$ cat config.mk
export PLATFORM = sky130hd
export DESIGN_NAME = lpm_matcher
export DESIGN_NICKNAME = d
export VERILOG_FILES = /design/src/rtl/lpm_matcher.sv
export SDC_FILE = /design/constraint.sdc
export NUM_CORES = 2
export LEC_CHECK = 0
export CAP_MARGIN = 25
export CORE_AREA = 2 2 551 553
export DETAILED_ROUTE_END_ITERATION = 8
export DIE_AREA = 0 0 553 555
export GPL_TIMING_DRIVEN = 0
export HOLD_SLACK_MARGIN = 0.02
export PLACE_DENSITY = 0.67
export REMOVE_ABC_BUFFERS = 1
export SYNTH_ARGS = -nofsm -noshare
export SYNTH_HDL_FRONTEND = slang
export SYNTH_SLANG_ARGS = --single-unit
$ cat constraint.sdc
create_clock -name clk -period 13.43 [get_ports clk]
set_clock_uncertainty 0.2 [all_clocks]
set_input_delay 2.0145 -clock clk [delete_from_list [all_inputs] [get_ports clk]]
set_output_delay 2.0145 -clock clk [all_outputs]
set_load 0.1 [all_outputs]
$ cat src/rtl/lpm_matcher.sv
// Longest-prefix-match lookup stage: checks a parsed header for IPv4 and scans a
// CPU-programmed route table one entry per cycle. Byte k of every byte vector is bits [8k+7:8k].
module lpm_matcher #(
  parameter int HDR_MAX_LEN = 64,
  parameter int MAX_VAL_LEN = 8,
  parameter int NUM_PORTS   = 4,
  parameter int N_ENTRIES   = 16
) (
  input  logic                         clk,
  input  logic                         rst,
  input  logic                         start_i,
  input  logic [8*HDR_MAX_LEN-1:0]     pkt_hdr_i,
  input  logic [NUM_PORTS-1:0]         dflt_port_i,
  output logic                         busy_o,
  input  logic                         cfg_we_i,
  input  logic [$clog2(N_ENTRIES)-1:0] cfg_idx_i,
  input  logic                         cfg_valid_i,
  input  logic [31:0]                  cfg_prefix_i,
  input  logic [5:0]                   cfg_plen_i,
  input  logic [8*MAX_VAL_LEN-1:0]     cfg_val_i,
  output logic                         start_o,
  output logic [8*HDR_MAX_LEN-1:0]     pkt_hdr_o,
  output logic                         is_match_o,
  output logic [8*MAX_VAL_LEN-1:0]     args_o,
  output logic [NUM_PORTS-1:0]         out_port_o
);

  localparam int IDX_W = $clog2(N_ENTRIES);
  localparam int HDR_W = 8 * HDR_MAX_LEN;
  localparam int VAL_W = 8 * MAX_VAL_LEN;
  localparam logic [IDX_W-1:0] LAST_IDX = IDX_W'(N_ENTRIES - 1);
  localparam logic [IDX_W-1:0] IDX_ONE  = IDX_W'(1);
  localparam logic [5:0]       PLEN_MAX = 6'd32;

  typedef enum logic [0:0] {
    IDLE = 1'b0,
    SCAN = 1'b1
  } state_t;

  function automatic logic [5:0] clamp_plen(input logic [5:0] plen);
    logic [5:0] r;
    if (plen > PLEN_MAX) begin
      r = PLEN_MAX;
    end else begin
      r = plen;
    end
    return r;
  endfunction

  // plen 0 yields an all-zero mask, so a valid /0 entry matches every address.
  function automatic logic [31:0] prefix_mask(input logic [5:0] plen);
    logic [31:0] m;
    if (plen >= PLEN_MAX) begin
      m = 32'hFFFF_FFFF;
    end else begin
      m = ~(32'hFFFF_FFFF >> plen);
    end
    return m;
  endfunction

  function automatic logic is_ipv4(input logic [HDR_W-1:0] hdr);
    return (hdr[8*12 +: 8] == 8'h08) && (hdr[8*13 +: 8] == 8'h00) &&
           (hdr[8*14+4 +: 4] == 4'h4);
  endfunction

  function automatic logic [31:0] dst_addr(input logic [HDR_W-1:0] hdr);
    return {hdr[8*30 +: 8], hdr[8*31 +: 8], hdr[8*32 +: 8], hdr[8*33 +: 8]};
  endfunction

  state_t               state;
  state_t               state_nxt;
  logic [IDX_W-1:0]     idx;
  logic [IDX_W-1:0]     idx_nxt;
  logic                 best_found;
  logic                 best_found_nxt;
  logic [5:0]           best_plen;
  logic [5:0]           best_plen_nxt;
  logic [VAL_W-1:0]     best_args;
  logic [VAL_W-1:0]     best_args_nxt;
  logic [HDR_W-1:0]     hdr_q;
  logic [HDR_W-1:0]     hdr_nxt;
  logic [NUM_PORTS-1:0] dflt_q;
  logic [NUM_PORTS-1:0] dflt_nxt;

  logic                 tbl_valid  [N_ENTRIES];
  logic [31:0]          tbl_prefix [N_ENTRIES];
  logic [5:0]           tbl_plen   [N_ENTRIES];
  logic [VAL_W-1:0]     tbl_val    [N_ENTRIES];

  logic [31:0]          cur_dst;
  logic                 cur_hit;
  logic                 cur_take;
  logic                 fold_found;
  logic [5:0]           fold_plen;
  logic [VAL_W-1:0]     fold_args;

  logic                 res_valid;
  logic [HDR_W-1:0]     res_hdr;
  logic                 res_match;
  logic [VAL_W-1:0]     res_args;
  logic [NUM_PORTS-1:0] res_port;

  // Route table: CPU writes land next cycle; reset invalidates and zeroes every entry.
  always_ff @(posedge clk) begin
    if (rst) begin
      for (int i = 0; i < N_ENTRIES; i++) begin
        tbl_valid[i]  <= 1'b0;
        tbl_prefix[i] <= 32'h0;
        tbl_plen[i]   <= 6'd0;
        tbl_val[i]    <= '0;
      end
    end else if (cfg_we_i) begin
      tbl_valid[cfg_idx_i]  <= cfg_valid_i;
      tbl_prefix[cfg_idx_i] <= cfg_prefix_i;
      tbl_plen[cfg_idx_i]   <= clamp_plen(cfg_plen_i);
      tbl_val[cfg_idx_i]    <= cfg_val_i;
    end
  end

  // Compare the current entry and fold it into best-so-far; strict > keeps the lower index on ties.
  always_comb begin
    cur_dst  = dst_addr(hdr_q);
    cur_hit  = tbl_valid[idx] &&
               (((cur_dst ^ tbl_prefix[idx]) & prefix_mask(tbl_plen[idx])) == 32'h0);
    cur_take = cur_hit && (!best_found || (tbl_plen[idx] > best_plen));
    if (cur_take) begin
      fold_found = 1'b1;
      fold_plen  = tbl_plen[idx];
      fold_args  = tbl_val[idx];
    end else begin
      fold_found = best_found;
      fold_plen  = best_plen;
      fold_args  = best_args;
    end
  end

  // FSM state register.
  always_ff @(posedge clk) begin
    if (rst) begin
      state <= IDLE;
    end else begin
      state <= state_nxt;
    end
  end

  // Next-state, scan bookkeeping and result formation.
  always_comb begin
    state_nxt      = state;
    idx_nxt        = idx;
    best_found_nxt = best_found;
    best_plen_nxt  = best_plen;
    best_args_nxt  = best_args;
    hdr_nxt        = hdr_q;
    dflt_nxt       = dflt_q;
    res_valid      = 1'b0;
    res_hdr        = hdr_q;
    res_match      = 1'b0;
    res_args       = '0;
    res_port       = dflt_q;
    case (state)
      IDLE: begin
        if (start_i) begin
          hdr_nxt        = pkt_hdr_i;
          dflt_nxt       = dflt_port_i;
          idx_nxt        = '0;
          best_found_nxt = 1'b0;
          best_plen_nxt  = 6'd0;
          best_args_nxt  = '0;
          if (is_ipv4(pkt_hdr_i)) begin
            state_nxt = SCAN;
          end else begin
            // Non-IPv4 headers bypass the table and report a miss immediately.
            res_valid = 1'b1;
            res_hdr   = pkt_hdr_i;
            res_port  = dflt_port_i;
          end
        end else begin
          state_nxt = IDLE;
        end
      end
      SCAN: begin
        best_found_nxt = fold_found;
        best_plen_nxt  = fold_plen;
        best_args_nxt  = fold_args;
        if (idx == LAST_IDX) begin
          state_nxt = IDLE;
          res_valid = 1'b1;
          res_match = fold_found;
          if (fold_found) begin
            res_args = fold_args;
            res_port = fold_args[8*6 +: NUM_PORTS];
          end else begin
            res_args = '0;
            res_port = dflt_q;
          end
        end else begin
          idx_nxt = idx + IDX_ONE;
        end
      end
      default: begin
        state_nxt = IDLE;
      end
    endcase
  end

  // Scan datapath registers.
  always_ff @(posedge clk) begin
    if (rst) begin
      idx        <= '0;
      best_found <= 1'b0;
      best_plen  <= 6'd0;
      best_args  <= '0;
      hdr_q      <= '0;
      dflt_q     <= '0;
    end else begin
      idx        <= idx_nxt;
      best_found <= best_found_nxt;
      best_plen  <= best_plen_nxt;
      best_args  <= best_args_nxt;
      hdr_q      <= hdr_nxt;
      dflt_q     <= dflt_nxt;
    end
  end

  // Result registers: only the start_o cycle refreshes them, so they hold between lookups.
  always_ff @(posedge clk) begin
    if (rst) begin
      start_o    <= 1'b0;
      busy_o     <= 1'b0;
      pkt_hdr_o  <= '0;
      is_match_o <= 1'b0;
      args_o     <= '0;
      out_port_o <= '0;
    end else begin
      start_o <= res_valid;
      busy_o  <= (state_nxt == SCAN);
      if (res_valid) begin
        pkt_hdr_o  <= res_hdr;
        is_match_o <= res_match;
        args_o     <= res_args;
        out_port_o <= res_port;
      end
    end
  end

endmodule

After elaboration in Yosys (flattened, before gate mapping):

Memory sizes are Yosys's and may differ from the RTL's. A register that Yosys moved wholly into a read port is not among the register bits.
Cells that the tools add are included.

* register bits: 1174
* bits in writable memories: 1648
* bits of input ports: 627
* memories: 4

* add/subtract/negate cells: 1
* order comparisons: 3
* equal/unequal tests: 6
* shift-type cells: 1
* multiplexer cells: 62
* bitwise gates (word level): 4
* reductions and logical operators: 15

Memory list
* tbl_val: depth 16, bits a word 64, rd ports 1, clocked after memory_dff 1, write ports 16, RTL line 88 `logic [VAL_W-1:0] tbl_val [N_ENTRIES];`
* tbl_prefix: depth 16, bits a word 32, rd ports 1, clocked after memory_dff 1, write ports 16, RTL line 86 `logic [31:0] tbl_prefix [N_ENTRIES];`
* tbl_plen: depth 16, bits a word 6, rd ports 1, clocked after memory_dff 1, write ports 16, RTL line 87 `logic [5:0] tbl_plen [N_ENTRIES];`
* tbl_valid: depth 16, bits a word 1, rd ports 1, clocked after memory_dff 1, write ports 16, RTL line 85 `logic tbl_valid [N_ENTRIES];`

Operator list (number)
* $mux 512: 3
* $mux 64: 6
* $pmux 64 s2: 1
* $mux 4: 18
* $mux 32: 2
* $reduce_or 64->1: 1
* $mux 6: 6
* $and 32x32->32: 1
* $logic_not 32->1: 1
* $not 32->32: 1
* $reduce_or 32->1: 1
* $shr 32x6->32 const A: 1
* $xor 32x32->32: 1
* $mux 1: 20
* $pmux 4 s2: 2
* $pmux 6 s2: 1
* $eq 8x4->1 const B: 1
* $logic_not 8->1: 1
* $ge 6x6->1 const B: 1
* $gt 6x6->1: 1
* $gt 6x6->1 const B: 1
* $pmux 1 s2: 3
* $reduce_and 2->1: 3
* $reduce_or 6->1: 1
* 10 further kinds: 14

Longest topological paths before layout:

* word-level depth: 11
* depth in mapped cells: 21
* depth with buffers taken out: 16

Least setup slack after synthesis:

Ideal clock, no wire load.

* path type: input-to-reg
* start: in rst
* end: mem tbl_plen[4][0] (enable)
* arrival time: 5.678 ns
* path slack: 7.072 ns
* stages on the path: 6
* buffers on the path: 2
* cell sequence: clkbuf_1 nand2b_1 nor3_1 clkbuf_1 nand2_1 nand2b_1

RTL lines
* start: declaration: RTL line 10 `input logic rst,`
* end: declaration: RTL line 87

==> impl_results.md <==
- Lkg Pwr: 58.42 nW
- FF-to-FF path depth: 17
- DP HPWL: 316800 um
- Avg WL per Cell: 29.48 um
- Placed cells: 15169
- Max_cap viols: 0
- H-Tree Depth: 5
- Synth Register Bits: 2826
- Fraction of layout cells with a size suffix above 1: 0.1347
- Slew Limit Headroom: 0.2309
- Setup Viol. Count Final: 0
- Top cell by count, worst path: buf_16
- Total Routed Length: 466900 um
- Clock root cell: clkbuf_16
- TritonCTS clock tree: yes
- All-layer global routing usage: 0.2941
- Buffers on Ports: 1209
- Clk sinks: 2826
- Layout Cells excl Fill: 15839
- CP Data Arrival Time: 7.78 ns
- Setup TNS: 0 ns
- CTS clk-pin slew, worst paths: 0.06 ns
- Fill cells: 24918
- Initial antenna violation count: 190
- Routability cong.: 0.9929
- CTS max path bufs: 4
- Post-CTS sizing: 0
- DRT iter0 DRCs: 11597
- Site row count: 202
- CP max stage delay: 0.89 ns
- Seq/Total Area, Yosys: 0.6097
- Antenna violation net count after detailed routing: 0
- Period utilization: 0.5319
- Max rail drop VDD: 0.0001585 V
- Hold buffer count at cts: 0
- Commonest non-fill, non-tap cell in the layout: nand2_1
- Final Hold Vio Count: 0
- Congestion Overflow GR: 0
- P&R area growth vs syn: 31.60%
- Die Y: 555 um
- Via density: 5.870
- Asr flop ratio synth: 0
- Worst path cell trace: buf_16 -> buf_16 -> buf_16 -> buf_16 -> buf_16 -> mux4_2 -> mux2i_1 -> mux2i_1 -> xnor2_1 -> o221ai_1 -> a222oi_1 -> nand4_1 -> or4b_4 -> o21ba_1 -> or4_4 -> buf_16 -> o21ai_0
- Max Slew Vio Count: 0
- First-pass detailed-route iteration total: 6
- Vias in the first global route: 88912
- Hold path cells: 2
- Initial Utilization: 0.3978
- First-pass GRT wire length: 658700 um
- Post-layout min period: 7.144 ns
- Slowest cell on crit path: or4_4
- Critical path class: reg2reg
- Most frequent cells in the layout: nand2_1, edfxtp_1, clkdlybuf4s50_1, and3_1, dfxtp_1
- Postcts setup bufs: 0
- Worst-path fanout max: 50
- Largest net degree at the start of global routing: 156
- Final design utilization: 0.5235
- Nets: 12145
- RSZ-0062 raised after global routing: no
- Fmax: 0.1400 GHz
- Distinct cells, synth: 65
- Mapped Area: 0.1198 mm^2
- Die Wd: 553 um
- Avg Cell Area, Syn: 11.47 um^2
- DRC viols: 0
- CP Capture Type: register
- Yosys warns: 0
- Core footprint: 0.3013 mm^2
- Pwr/cell area: 136.6 mW/mm^2
- Post-synth EDFFs: 1648
- Placed cell area: 0.1469 mm^2
- Worst setup SP type: register
- Die Area: 0.3069 mm^2
- Cells after synthesis: 10449
- Slew @ Worst Pin: 1.150 ns
- Critical Path RT: 14.07 ns
- Top FF cell, synth: edfxtp_1
- Skew-Pair Late Insertion Delay: 0.94 ns
- Routed via count: 92982
- Status: completed
- IO Pins: 1210
- Worst min path class: reg2reg
- Num CTS Buffers: 318
- Design Area, Final: 0.1577 mm^2
-- routing by layer --
metal | share of wire | GRT usage | wire (um)
met2 | 0.46 | 0.4629 | 213800
met1 | 0.38 | 0.3743 | 176800
met5 | 0.0019 | 0 | 894
met3 | 0.10 | 0.07557 | 48080
met4 | 0.059 | 0.1512 | 27330
-- worst paths after layout --
check / start / to / slack [ns]
max: register / args_o[18] / 6.29
min: hdr_q[368] / hdr_q[368] / 0.25
max reg2reg: register / args_o[18] / 6.29
min reg2reg: hdr_q[368] / hdr_q[368] / 0.25
-- critical path, delay by kind of cell (launching register included) --
kind                      cells  cell delay (ns)
xor gates and xnor gates      1             0.26
and+or+nand+nor               3             1.69
buffers and inverters         6             1.82
muxes                         3             0.95
AOI/OAI and AO/OA             4             1.19
DFF                           1             0.67
-- state kept, by name, summed over array words and instances (netlist names), named ones only --
signal      flops
is_match_o      1
busy_o          1
best_found      1
args_o         64
tbl_valid      16
tbl_prefix    512
start_o         1
tbl_plen       96
best_args      64
tbl_val      1024
out_port_o      4
hdr_q         512
pkt_hdr_o     512
dflt_q          4
best_plen       6
idx             4
-- cells in the mapped netlist, types with 7 or more instances --
| cell | count | area [um^2] |
|---|---|---|
| nor4_1 | 7 | 43.79 |
| a211o_1 | 7 | 61.31 |
| a21oi_1 | 786 | 3934 |
| mux4_2 | 424 | 9549 |
| buf_1 | 54 | 202.7 |
| nand4_1 | 7 | 43.79 |
| buf_2 | 49 | 245.2 |
| nor2b_1 | 57 | 356.6 |
| edfxtp_1 | 1648 | 49490 |
| nand2b_1 | 25 | 156.4 |
| ha_1 | 7 | 87.58 |
| nand2_1 | 2067 | 7759 |
| and2_1 | 395 | 2471 |
| mux2i_1 | 192 | 1922 |
| o21ai_2 | 20 | 175.2 |
| buf_4 | 12 | 90.09 |
| and3_1 | 1180 | 7382 |
| xnor2_1 | 23 | 201.4 |
| inv_1 | 9 | 33.78 |
| buf_6 | 11 | 123.9 |
| xor2_1 | 8 | 70.07 |
| a311oi_1 | 363 | 3179 |
| a31oi_1 | 9 | 56.30 |
| clkbuf_1 | 930 | 3491 |
| o21ai_0 | 124 | 620.6 |
| a211oi_1 | 55 | 412.9 |
| dfxtp_1 | 1178 | 23580 |
| nand3_1 | 73 | 365.4 |
| nor2_1 | 491 | 1843 |
| a22oi_1 | 145 | 1089 |
| and4_1 | 10 | 87.58 |
| nor3_1 | 9 | 45.04 |
-- metrics by stage --
step	total power, mW	worst slack [ns]	hold slack (ns)
6_report	21.54	6.286	0.2512
4_1_cts	21.65	6.077	0.2531
3_5_place_dp	12.82	6.062	0.2448
3_3_place_gp	12.94	-621.00	0.2372
5_1_grt	22.10	5.789	0.2671
2_1_floorplan	11.53	-182.57	0.2271
-- where the power goes --
part / total [mW] / switching (mW) / leakage (nW) / internal [mW]
Combinational: 2.84 / 1.83 / 27.8 / 1.01
Clock: 8.88 / 3.73 / 5.20 / 5.15
Sequential: 9.83 / 0.192 / 25.4 / 9.63
Total: 21.5 / 5.75 / 58.4 / 15.8
-- cells by family (layout without fill, tap and decap cells) --
group,Yosys count,after routing,synth area share
compound gates,1551,1551,0.08251
buf+inv,1068,2387,0.03522
simple gates,4344,4344,0.1733
fa+ha+maj,7,7,0.0007308
mux,622,622,0.09628
other cells,0,93,0
xor+xnor,31,31,0.002266
flops,2826,2826,0.6097
-- final cells by class --
type | count | area [um^2] | area share
flip-flops and latches | 2826 | 73090 | 0.4634
multi-input cells | 6555 | 42840 | 0.2716
repair buffers | 1800 | 25940 | 0.1645
clock buffers | 426 | 8879 | 0.05630
well taps | 3978 | 4977 | 0.03156
clock inverters | 151 | 1717 | 0.01088
diodes | 93 | 232.7 | 0.001476
inverters | 10 | 37.54 | 0.0002380
Power figures use the tool's default switching activity.
